==> config.mk <==
export PLATFORM = sky130hd
export DESIGN_NAME = mem_port_arbiter_flat
export DESIGN_NICKNAME = d
export VERILOG_FILES = /design/src/rtl/mem_port_arbiter_if.sv /design/src/rtl/mem_port_arbiter.sv /design/src/flat_wrapper.sv
export SDC_FILE = /design/constraint.sdc
export NUM_CORES = 1
export LEC_CHECK = 0
export CAP_MARGIN = 20
export CORE_ASPECT_RATIO = 0.5
export CORE_MARGIN = 1
export CORE_UTILIZATION = 43
export DETAILED_ROUTE_END_ITERATION = 12
export GPL_TIMING_DRIVEN = 1
export PLACE_DENSITY = 0.77
export SYNTH_ARGS = -nofsm -noshare
export SYNTH_HDL_FRONTEND = slang
export SYNTH_SLANG_ARGS = --single-unit
==> constraint.sdc <==
create_clock -name clk -period 2.24 [get_ports clk]
set_clock_uncertainty 0.05 [all_clocks]
set_input_delay 0.448 -clock clk [delete_from_list [all_inputs] [get_ports clk]]
set_output_delay 0.448 -clock clk [all_outputs]
set_load 0.005 [all_outputs]
==> src/rtl/mem_port_arbiter_if.sv <==
// Bus bundle between the core's fetch/data ports, the arbiter and the shared memory.
interface mem_port_arbiter_if #(
  parameter int unsigned ADDR_W = 32,
  parameter int unsigned DATA_W = 32
);
  // Instruction-fetch port
  logic              if_req;
  logic [ADDR_W-1:0] if_addr;
  logic              if_ready;
  logic [DATA_W-1:0] if_rdata;
  // Data (load/store) port
  logic              d_req;
  logic              d_we;
  logic [ADDR_W-1:0] d_addr;
  logic [DATA_W-1:0] d_wdata;
  logic              d_ready;
  logic [DATA_W-1:0] d_rdata;
  // Memory side
  logic              mem_valid;
  logic              mem_we;
  logic [ADDR_W-1:0] mem_addr;
  logic [DATA_W-1:0] mem_wdata;
  logic [DATA_W-1:0] mem_rdata;

  // Arbiter view
  modport slave (
    input  if_req, if_addr, d_req, d_we, d_addr, d_wdata, mem_rdata,
    output if_ready, if_rdata, d_ready, d_rdata, mem_valid, mem_we, mem_addr, mem_wdata
  );

  // Core pipeline plus memory model view
  modport master (
    output if_req, if_addr, d_req, d_we, d_addr, d_wdata, mem_rdata,
    input  if_ready, if_rdata, d_ready, d_rdata, mem_valid, mem_we, mem_addr, mem_wdata
  );
endinterface

==> src/rtl/mem_port_arbiter.sv <==
// Serialises fetch and data accesses onto one fixed-latency memory port.
// Contention alternates between ports; completion is a one-cycle ready pulse.
module mem_port_arbiter #(
  parameter int unsigned ADDR_W      = 32,
  parameter int unsigned DATA_W      = 32,
  parameter int unsigned MEM_LATENCY = 4
) (
  input logic               clk,
  input logic               reset_n,
  mem_port_arbiter_if.slave bus
);

  localparam int unsigned CntW = $clog2(MEM_LATENCY + 1);

  typedef enum logic [1:0] {StIdle, StBusyI, StBusyD} state_e;

  state_e            state_q;
  logic [CntW-1:0]   cnt_q;
  logic              last_d_q;  // 1: data port won the most recent grant
  logic              mem_valid_q;
  logic              mem_we_q;
  logic [ADDR_W-1:0] mem_addr_q;
  logic [DATA_W-1:0] mem_wdata_q;
  logic              if_ready_q;
  logic              d_ready_q;
  logic [DATA_W-1:0] if_rdata_q;
  logic [DATA_W-1:0] d_rdata_q;

  logic i_elig;
  logic d_elig;
  logic grant_i;
  logic grant_d;

  // Eligibility and arbitration; a port in its ready cycle is still holding its
  // old request, so it must not be granted again.
  always_comb begin
    i_elig  = bus.if_req & ~if_ready_q;
    d_elig  = bus.d_req & ~d_ready_q;
    grant_d = d_elig & (~i_elig | ~last_d_q);
    grant_i = i_elig & ~grant_d;
  end

  // Grant FSM, latency counter and all registered outputs.
  always_ff @(posedge clk or negedge reset_n) begin
    if (!reset_n) begin
      state_q     <= StIdle;
      cnt_q       <= '0;
      last_d_q    <= 1'b0;
      mem_valid_q <= 1'b0;
      mem_we_q    <= 1'b0;
      mem_addr_q  <= '0;
      mem_wdata_q <= '0;
      if_ready_q  <= 1'b0;
      d_ready_q   <= 1'b0;
      if_rdata_q  <= '0;
      d_rdata_q   <= '0;
    end else begin
      mem_valid_q <= 1'b0;
      if_ready_q  <= 1'b0;
      d_ready_q   <= 1'b0;
      unique case (state_q)
        StIdle: begin
          if (grant_d) begin
            state_q     <= StBusyD;
            mem_valid_q <= 1'b1;
            mem_we_q    <= bus.d_we;
            mem_addr_q  <= bus.d_addr;
            mem_wdata_q <= bus.d_wdata;
            cnt_q       <= CntW'(MEM_LATENCY);
            last_d_q    <= 1'b1;
          end else if (grant_i) begin
            state_q     <= StBusyI;
            mem_valid_q <= 1'b1;
            mem_we_q    <= 1'b0;
            mem_addr_q  <= bus.if_addr;
            mem_wdata_q <= '0;
            cnt_q       <= CntW'(MEM_LATENCY);
            last_d_q    <= 1'b0;
          end
        end
        StBusyI, StBusyD: begin
          cnt_q <= cnt_q - CntW'(1);
          if (cnt_q == CntW'(1)) begin
            state_q <= StIdle;
            if (state_q == StBusyI) begin
              if_rdata_q <= bus.mem_rdata;
              if_ready_q <= 1'b1;
            end else begin
              // Stores leave the last load result untouched
              if (!mem_we_q) begin
                d_rdata_q <= bus.mem_rdata;
              end
              d_ready_q <= 1'b1;
            end
          end
        end
        default: state_q <= StIdle;
      endcase
    end
  end

  assign bus.mem_valid = mem_valid_q;
  assign bus.mem_we    = mem_we_q;
  assign bus.mem_addr  = mem_addr_q;
  assign bus.mem_wdata = mem_wdata_q;
  assign bus.if_ready  = if_ready_q;
  assign bus.if_rdata  = if_rdata_q;
  assign bus.d_ready   = d_ready_q;
  assign bus.d_rdata   = d_rdata_q;

endmodule

==> src/flat_wrapper.sv <==
// flat-port wrapper written by rule: the top's interface ports become plain ports
module mem_port_arbiter_flat 
#(
  parameter int unsigned ADDR_W      = 32,
  parameter int unsigned DATA_W      = 32,
  parameter int unsigned MEM_LATENCY = 4
)
  (clk, reset_n, bus_if_req, bus_if_addr, bus_d_req, bus_d_we, bus_d_addr, bus_d_wdata, bus_mem_rdata, bus_if_ready, bus_if_rdata, bus_d_ready, bus_d_rdata, bus_mem_valid, bus_mem_we, bus_mem_addr, bus_mem_wdata);
  mem_port_arbiter_if #(.ADDR_W(ADDR_W), .DATA_W(DATA_W)) bus_i ();
  input logic clk;
  input logic reset_n;
  input wire logic [$bits(bus_i.if_req)-1:0] bus_if_req;
  input wire logic [$bits(bus_i.if_addr)-1:0] bus_if_addr;
  input wire logic [$bits(bus_i.d_req)-1:0] bus_d_req;
  input wire logic [$bits(bus_i.d_we)-1:0] bus_d_we;
  input wire logic [$bits(bus_i.d_addr)-1:0] bus_d_addr;
  input wire logic [$bits(bus_i.d_wdata)-1:0] bus_d_wdata;
  input wire logic [$bits(bus_i.mem_rdata)-1:0] bus_mem_rdata;
  output wire logic [$bits(bus_i.if_ready)-1:0] bus_if_ready;
  output wire logic [$bits(bus_i.if_rdata)-1:0] bus_if_rdata;
  output wire logic [$bits(bus_i.d_ready)-1:0] bus_d_ready;
  output wire logic [$bits(bus_i.d_rdata)-1:0] bus_d_rdata;
  output wire logic [$bits(bus_i.mem_valid)-1:0] bus_mem_valid;
  output wire logic [$bits(bus_i.mem_we)-1:0] bus_mem_we;
  output wire logic [$bits(bus_i.mem_addr)-1:0] bus_mem_addr;
  output wire logic [$bits(bus_i.mem_wdata)-1:0] bus_mem_wdata;
  assign bus_i.if_req = bus_if_req;
  assign bus_i.if_addr = bus_if_addr;
  assign bus_i.d_req = bus_d_req;
  assign bus_i.d_we = bus_d_we;
  assign bus_i.d_addr = bus_d_addr;
  assign bus_i.d_wdata = bus_d_wdata;
  assign bus_i.mem_rdata = bus_mem_rdata;
  assign bus_if_ready = bus_i.if_ready;
  assign bus_if_rdata = bus_i.if_rdata;
  assign bus_d_ready = bus_i.d_ready;
  assign bus_d_rdata = bus_i.d_rdata;
  assign bus_mem_valid = bus_i.mem_valid;
  assign bus_mem_we = bus_i.mem_we;
  assign bus_mem_addr = bus_i.mem_addr;
  assign bus_mem_wdata = bus_i.mem_wdata;
  mem_port_arbiter #(.ADDR_W(ADDR_W), .DATA_W(DATA_W), .MEM_LATENCY(MEM_LATENCY)) u_core (.clk(clk), .reset_n(reset_n), .bus(bus_i));
endmodule
==> metrics.cfg, run 1 <==
[sta]
rsz0062_at_grt = no
fin_crit_ps = 2120
finalMaxSlewViolations = 0
fin_tns_setup_ps = 0
finalSetupViolations = 0
whs_ps = 434
max_freq_mhz = 471
tightestPinTransition_ps = 613
hold_viol = 0
period_share_pct = 94.8
slew_headroom_pct = 59.0

[floorplan]
io_pins = 265
core-area_um2 = 13900
die_w_um = 173
fp-row-count = 30
initial_core_util_pct = 45.2
fp.dieArea_um2 = 15100
fp.dieH_um = 87.5

[power_and_ir_drop]
finalPower_uw = 12100
irDropWorstVdd_uv = 660
p_leak_uw = 0.00416
power.density_nw_per_um2 = 1240

[yosys]
syn_inst = 449
synthFlopType = dfrtp_1
synthDistinctLibCells = 38
syn_nets = 588
yosysWarnings = 0
ys_async_sr_fraction_pct = 100
ys_ff_latch = 138
avgSynthCellArea_um2 = 14.0
synth-edff-count = 0
synth_area_um2 = 6280
yosysSeqAreaShare_pct = 55.0

[global_route]
grt_start_max_net_pins = 67
grt.overflow.total = 0
grt_pass1_vias = 5147
antenna_found_initial = 0
grt_use_total_pct = 23.5
grt_pass1_wl_um = 27400

[final_layout]
n_antenna_cell = 0
instances_no_fill = 915
drive_gt1_share_pct = 14.2
nNetsFinal = 849
final_common_cell = clkdlybuf4s50_1
final_cell_mix = 263 x clkdlybuf4s50_1, 138 x dfrtp_1, 64 x mux2_1
synthToLayoutAreaGrowth_pct = 54.9

[clock_network]
cts_resized = 0
h-tree-depth = 4
clockBufferDepth = 2
cts_setup_buffers = 0
postCtsHoldBufs = 1
clk_pin_slew_worst_paths_ps = 60
cts_sinks = 138
cts_tree = built
clock-root-buffer = clkbuf_16
insertion_delay_ps = 420
cts_buffers = 17

[setup_path]
ff2ff_path_depth = 6
critical_path_required_ps = 1740
cp_num_cells = 2
arrival_ps = 1630
critPathSlowestCell = clkdlybuf4s50_1
critPathTopFamily = buffers and inverters
crit_path_start_kind = register
cp_max_fo = 34
slowest_delay_ps = 560
crit_buf_inv = 2
endpoint_kind = output pin
crit_chain = buf_4 -> clkdlybuf4s50_1
ff2ff_setup_slack_ps = 370
worstSetupPathType = register to output pin

[placement]
hpwl_um = 11900
dp_cells = 882
place_congestion = 0.758
io_buffers = 264

[drt]
wl_um = 17200
avgRoutedWirePerCell_um = 18.8
vias = 4912
detail-route-antenna-nets = 0
viasPerCell = 5.37
dr.pass1.iters = 4
dr.first_iter.drc_count = 234
drc = 0

[status]
status = finished clean

[min_path]
hold_depth = 1
hp-class = register to register

[run]
drv_cap = 0

synthesized netlist by cell type (3+ instances only):
cell	n	area share, %
dfrtp_1	138	55
mux2_1	64	11
a22o_1	33	4.6
a221oi_1	32	4.5
a2bb2oi_2	29	6.9
o21ai_0	29	2.3
and3b_1	22	3.1
buf_2	16	1.3
clkbuf_1	16	0.96
and3b_2	12	1.9
buf_6	10	1.8
ha_1	6	1.2
inv_1	6	0.36
a2bb2oi_1	3	0.42
nand2_1	3	0.18
nand2b_1	3	0.30
o21ai_1	3	0.24
final timing paths:
| check | startpoint | endpoint |
|---|---|---|
| setup / recovery | u_core.bus.d_ready | bus_d_ready |
| hold / removal | u_core.bus.d_rdata[24] | u_core.bus.d_rdata[24] |
| setup reg to reg | u_core.cnt_q[1] | u_core.bus.d_rdata[2] |
| hold reg to reg | u_core.bus.d_rdata[24] | u_core.bus.d_rdata[24] |
| max in group asynchronous | reset_n | u_core.bus.if_rdata[25] |
| min in group asynchronous | reset_n | u_core.bus.mem_wdata[5] |
metrics by stage:
stage	instance area (µm²)	util, %	setup WS [ps]
finish	9730	70.1	116
global route	9730	70.1	50.2
detailed placement	9160	66.0	-37.6
global placement	9130	65.8	-160
floorplan	6280	-	556
CTS	9730	70.1	81.4
flip-flops by register name, summed over array words and instances (netlist names):
signal	flops
u_core.bus.mem_wdata	32
u_core.bus.if_rdata	32
u_core.bus.mem_we	1
u_core.last_d_q	1
u_core.bus.d_rdata	32
u_core.cnt_q	3
u_core.bus.mem_addr	32
u_core.bus.d_ready	1
u_core.bus.if_ready	1
u_core.bus.mem_valid	1
u_core.state_q	2
power breakdown:
group	internal [µW]	switching [µW]	total [µW]
clock network	1490	1190	2680
logic	3310	1890	5200
registers	3560	642	4200
kinds of logic (layout without fill, tap and decap cells):
family,count (synthesis),in the layout,synth area share (%)
adder cells (fa/ha/maj),6,6,1.19
buffers and inverters,51,325,4.74
AND/OR/NAND/NOR,51,51,7.05
AO/OA/AOI/OAI,137,137,20.3
flip-flops,138,138,55.0
multiplexers,66,66,11.8
area by class of cell:
| type | count | area, µm² |
|---|---|---|
| clock buffers | 18 | 439 |
| clock inverters | 14 | 125 |
| repair buffers | 285 | 2910 |
| flip-flops and latches | 138 | 3450 |
| fillers | 1032 | 4150 |
| inverters | 8 | 32.5 |
| multi-input cells | 260 | 2530 |
| well taps | 192 | 240 |
metal layers:
| metal | vias to the layer above | track usage [%] | wire (µm) | part of all wire (%) |
|---|---|---|---|---|
| met2 | 150 | 41.9 | 8940 | 52 |
| met3 | 36 | 5.28 | 750 | 4.4 |
| met5 | - | 0 | 0 | 0 |
| met4 | 0 | 10.6 | 411 | 2.4 |
| met1 | 2489 | 27.7 | 7100 | 41 |
| li1 | 2237 | - | - | - |
Power figures use the tool's default switching activity.
==> inputs of run 2 (changes only) <==
--- a/config.mk
+++ b/config.mk
@@ -12,6 +12,7 @@
 export DETAILED_ROUTE_END_ITERATION = 12
 export GPL_TIMING_DRIVEN = 1
 export PLACE_DENSITY = 0.77
+export SETUP_SLACK_MARGIN = 0.4
 export SYNTH_ARGS = -nofsm -noshare
 export SYNTH_HDL_FRONTEND = slang
 export SYNTH_SLANG_ARGS = --single-unit
==> metrics.cfg, run 2 (synthesis gave the netlist of run 1 again) <==
[global_route]
grt_pass1_wl_um = 27800
grt.overflow.total = 0
grt_use_total_pct = 23.8
antenna_found_initial = 0
grt_start_max_net_pins = 67
grt_pass1_vias = 5155

[drt]
avgRoutedWirePerCell_um = 19.3
drc = 0
dr.pass1.iters = 4
vias = 4986
viasPerCell = 5.35
detail-route-antenna-nets = 0
wl_um = 18000
dr.first_iter.drc_count = 244

[clock_network]
cts_sinks = 138
h-tree-depth = 4
clock-root-buffer = clkbuf_16
cts_buffers = 17
clockBufferDepth = 2
clk_pin_slew_worst_paths_ps = 70
insertion_delay_ps = 420
cts_tree = built

[placement]
hpwl_um = 11900
io_buffers = 264
dp_cells = 882
place_congestion = 0.758
pre_cts_ws_ps = -37.6

[final_layout]
fill_cells = 982
final_cell_mix = 242 x clkdlybuf4s50_1, 137 x dfrtp_1, 57 x mux2_1
nNetsFinal = 866
drive_gt1_share_pct = 17.8
final_common_cell = clkdlybuf4s50_1
instances_no_fill = 932
n_antenna_cell = 0
synthToLayoutAreaGrowth_pct = 59.3

[status]
status = finished clean

[sta]
fin_crit_ps = 1810
period_share_pct = 81.0
fin_ws_ps = 425
rsz0062_at_grt = yes
max_freq_mhz = 551
finalMaxSlewViolations = 0
slew_headroom_pct = 70.2
tightestPinTransition_ps = 447
hold_viol = 0
finalSetupViolations = 0

[setup_path]
critPathSlowestCell = clkdlybuf4s50_1
crit_chain = clkdlybuf4s50_1
crit_buf_inv = 1
worstSetupPathType = register to output pin
cp_max_fo = 2
endpoint_kind = output pin
critPathTopFamily = buffers and inverters
slowest_delay_ps = 520
arrival_ps = 1320
critical_path_required_ps = 1740
crit_path_start_kind = register

[floorplan]
core-area_um2 = 13900
io_pins = 265
fp.dieH_um = 87.5
initial_core_util_pct = 45.2
fp-row-count = 30
fp.dieArea_um2 = 15100
die_w_um = 173

[power_and_ir_drop]
power.density_nw_per_um2 = 1220
finalPower_uw = 12200
p_leak_uw = 0.00444
irDropWorstVdd_uv = 665

[min_path]
hp-class = register to register

[run]
drv_cap = 0

## run 2: cell types whose count changed in the layout (fill, tap and decap cells not counted), moves of 6 or more
cell	previous run	this run
dlygate4sd2_1	0	6
clkdlybuf4s50_1	263	242
dlymetal6s2s_1	0	15
mux2_1	64	57
buf_4	12	23
mux2_4	0	7
## run 2: path summary, 6_finish.rpt
kind                                         startpoint                      end  slack, ps  cells after the start
worst min register to register   u_core.bus.d_rdata[24]   u_core.bus.d_rdata[24]        430                      1
worst max-delay path            u_core.bus.mem_addr[17]         bus_mem_addr[17]        430                      1
worst min-delay path             u_core.bus.d_rdata[24]   u_core.bus.d_rdata[24]        430                      1
max in group asynchronous                       reset_n  u_core.bus.if_rdata[25]       1030                      3
min in group asynchronous                       reset_n  u_core.bus.mem_wdata[5]        480                      2
worst max register to register          u_core.cnt_q[1]    u_core.bus.d_rdata[2]        460                      6
## run 2: power by group
group	internal, µW	switching (µW)	leakage (µW)	total, µW
combinational	3420	1950	0.00246	5370
clock	1490	1200	0.000267	2690
sequential	3560	627	0.00171	4180
## run 2: area by class of cell
| class | count | area, µm² | area share, % |
|---|---|---|---|
| Tap cell | 192 | 240 | 2.40 |
| Inverter | 8 | 32.5 | 0.325 |
| Multi-Input combinational cell | 260 | 2580 | 25.8 |
| Sequential cell | 138 | 3450 | 34.5 |
| Clock buffer | 18 | 439 | 4.39 |
| Timing Repair Buffer | 302 | 3140 | 31.4 |
| Clock inverter | 14 | 125 | 1.25 |
## run 2: metrics by stage
stage                     hold WS [ps]  utilization [%]  TNS [ps]  area [µm²]
after detailed placement           363             66.0      -605        9160
after global placement             361             65.8     -5240        9130
final                              434             72.1         0       10000
after global routing               446             72.1         0       10000
after CTS                          438             70.5         0        9790
after floorplan                    102                -         0        6280
## run 2: what timing repair did
| item | in CTS | in global routing |
|---|---|---|
| pin swaps | 0 | 1 |
| gates cloned | 1 | 2 |
| hold buffers | 1 | 0 |
| buffers inserted | 2 | 12 |
| hold endpoints to repair | 40 | 0 |
| endpoints found under the setup margin | 38 | 144 |
| resized for setup | 11 | 30 |
## run 2: layer usage
metal / up-vias / routed length [µm] / track usage, % / share of wire, %
met1: 2502 / 7410 / 28.4 / 41
met3: 30 / 863 / 5.24 / 4.8
met5: - / 0 / 0 / 0
met2: 179 / 9340 / 42.1 / 52
met4: 0 / 386 / 10.9 / 2.1
li1: 2275 / - / - / -
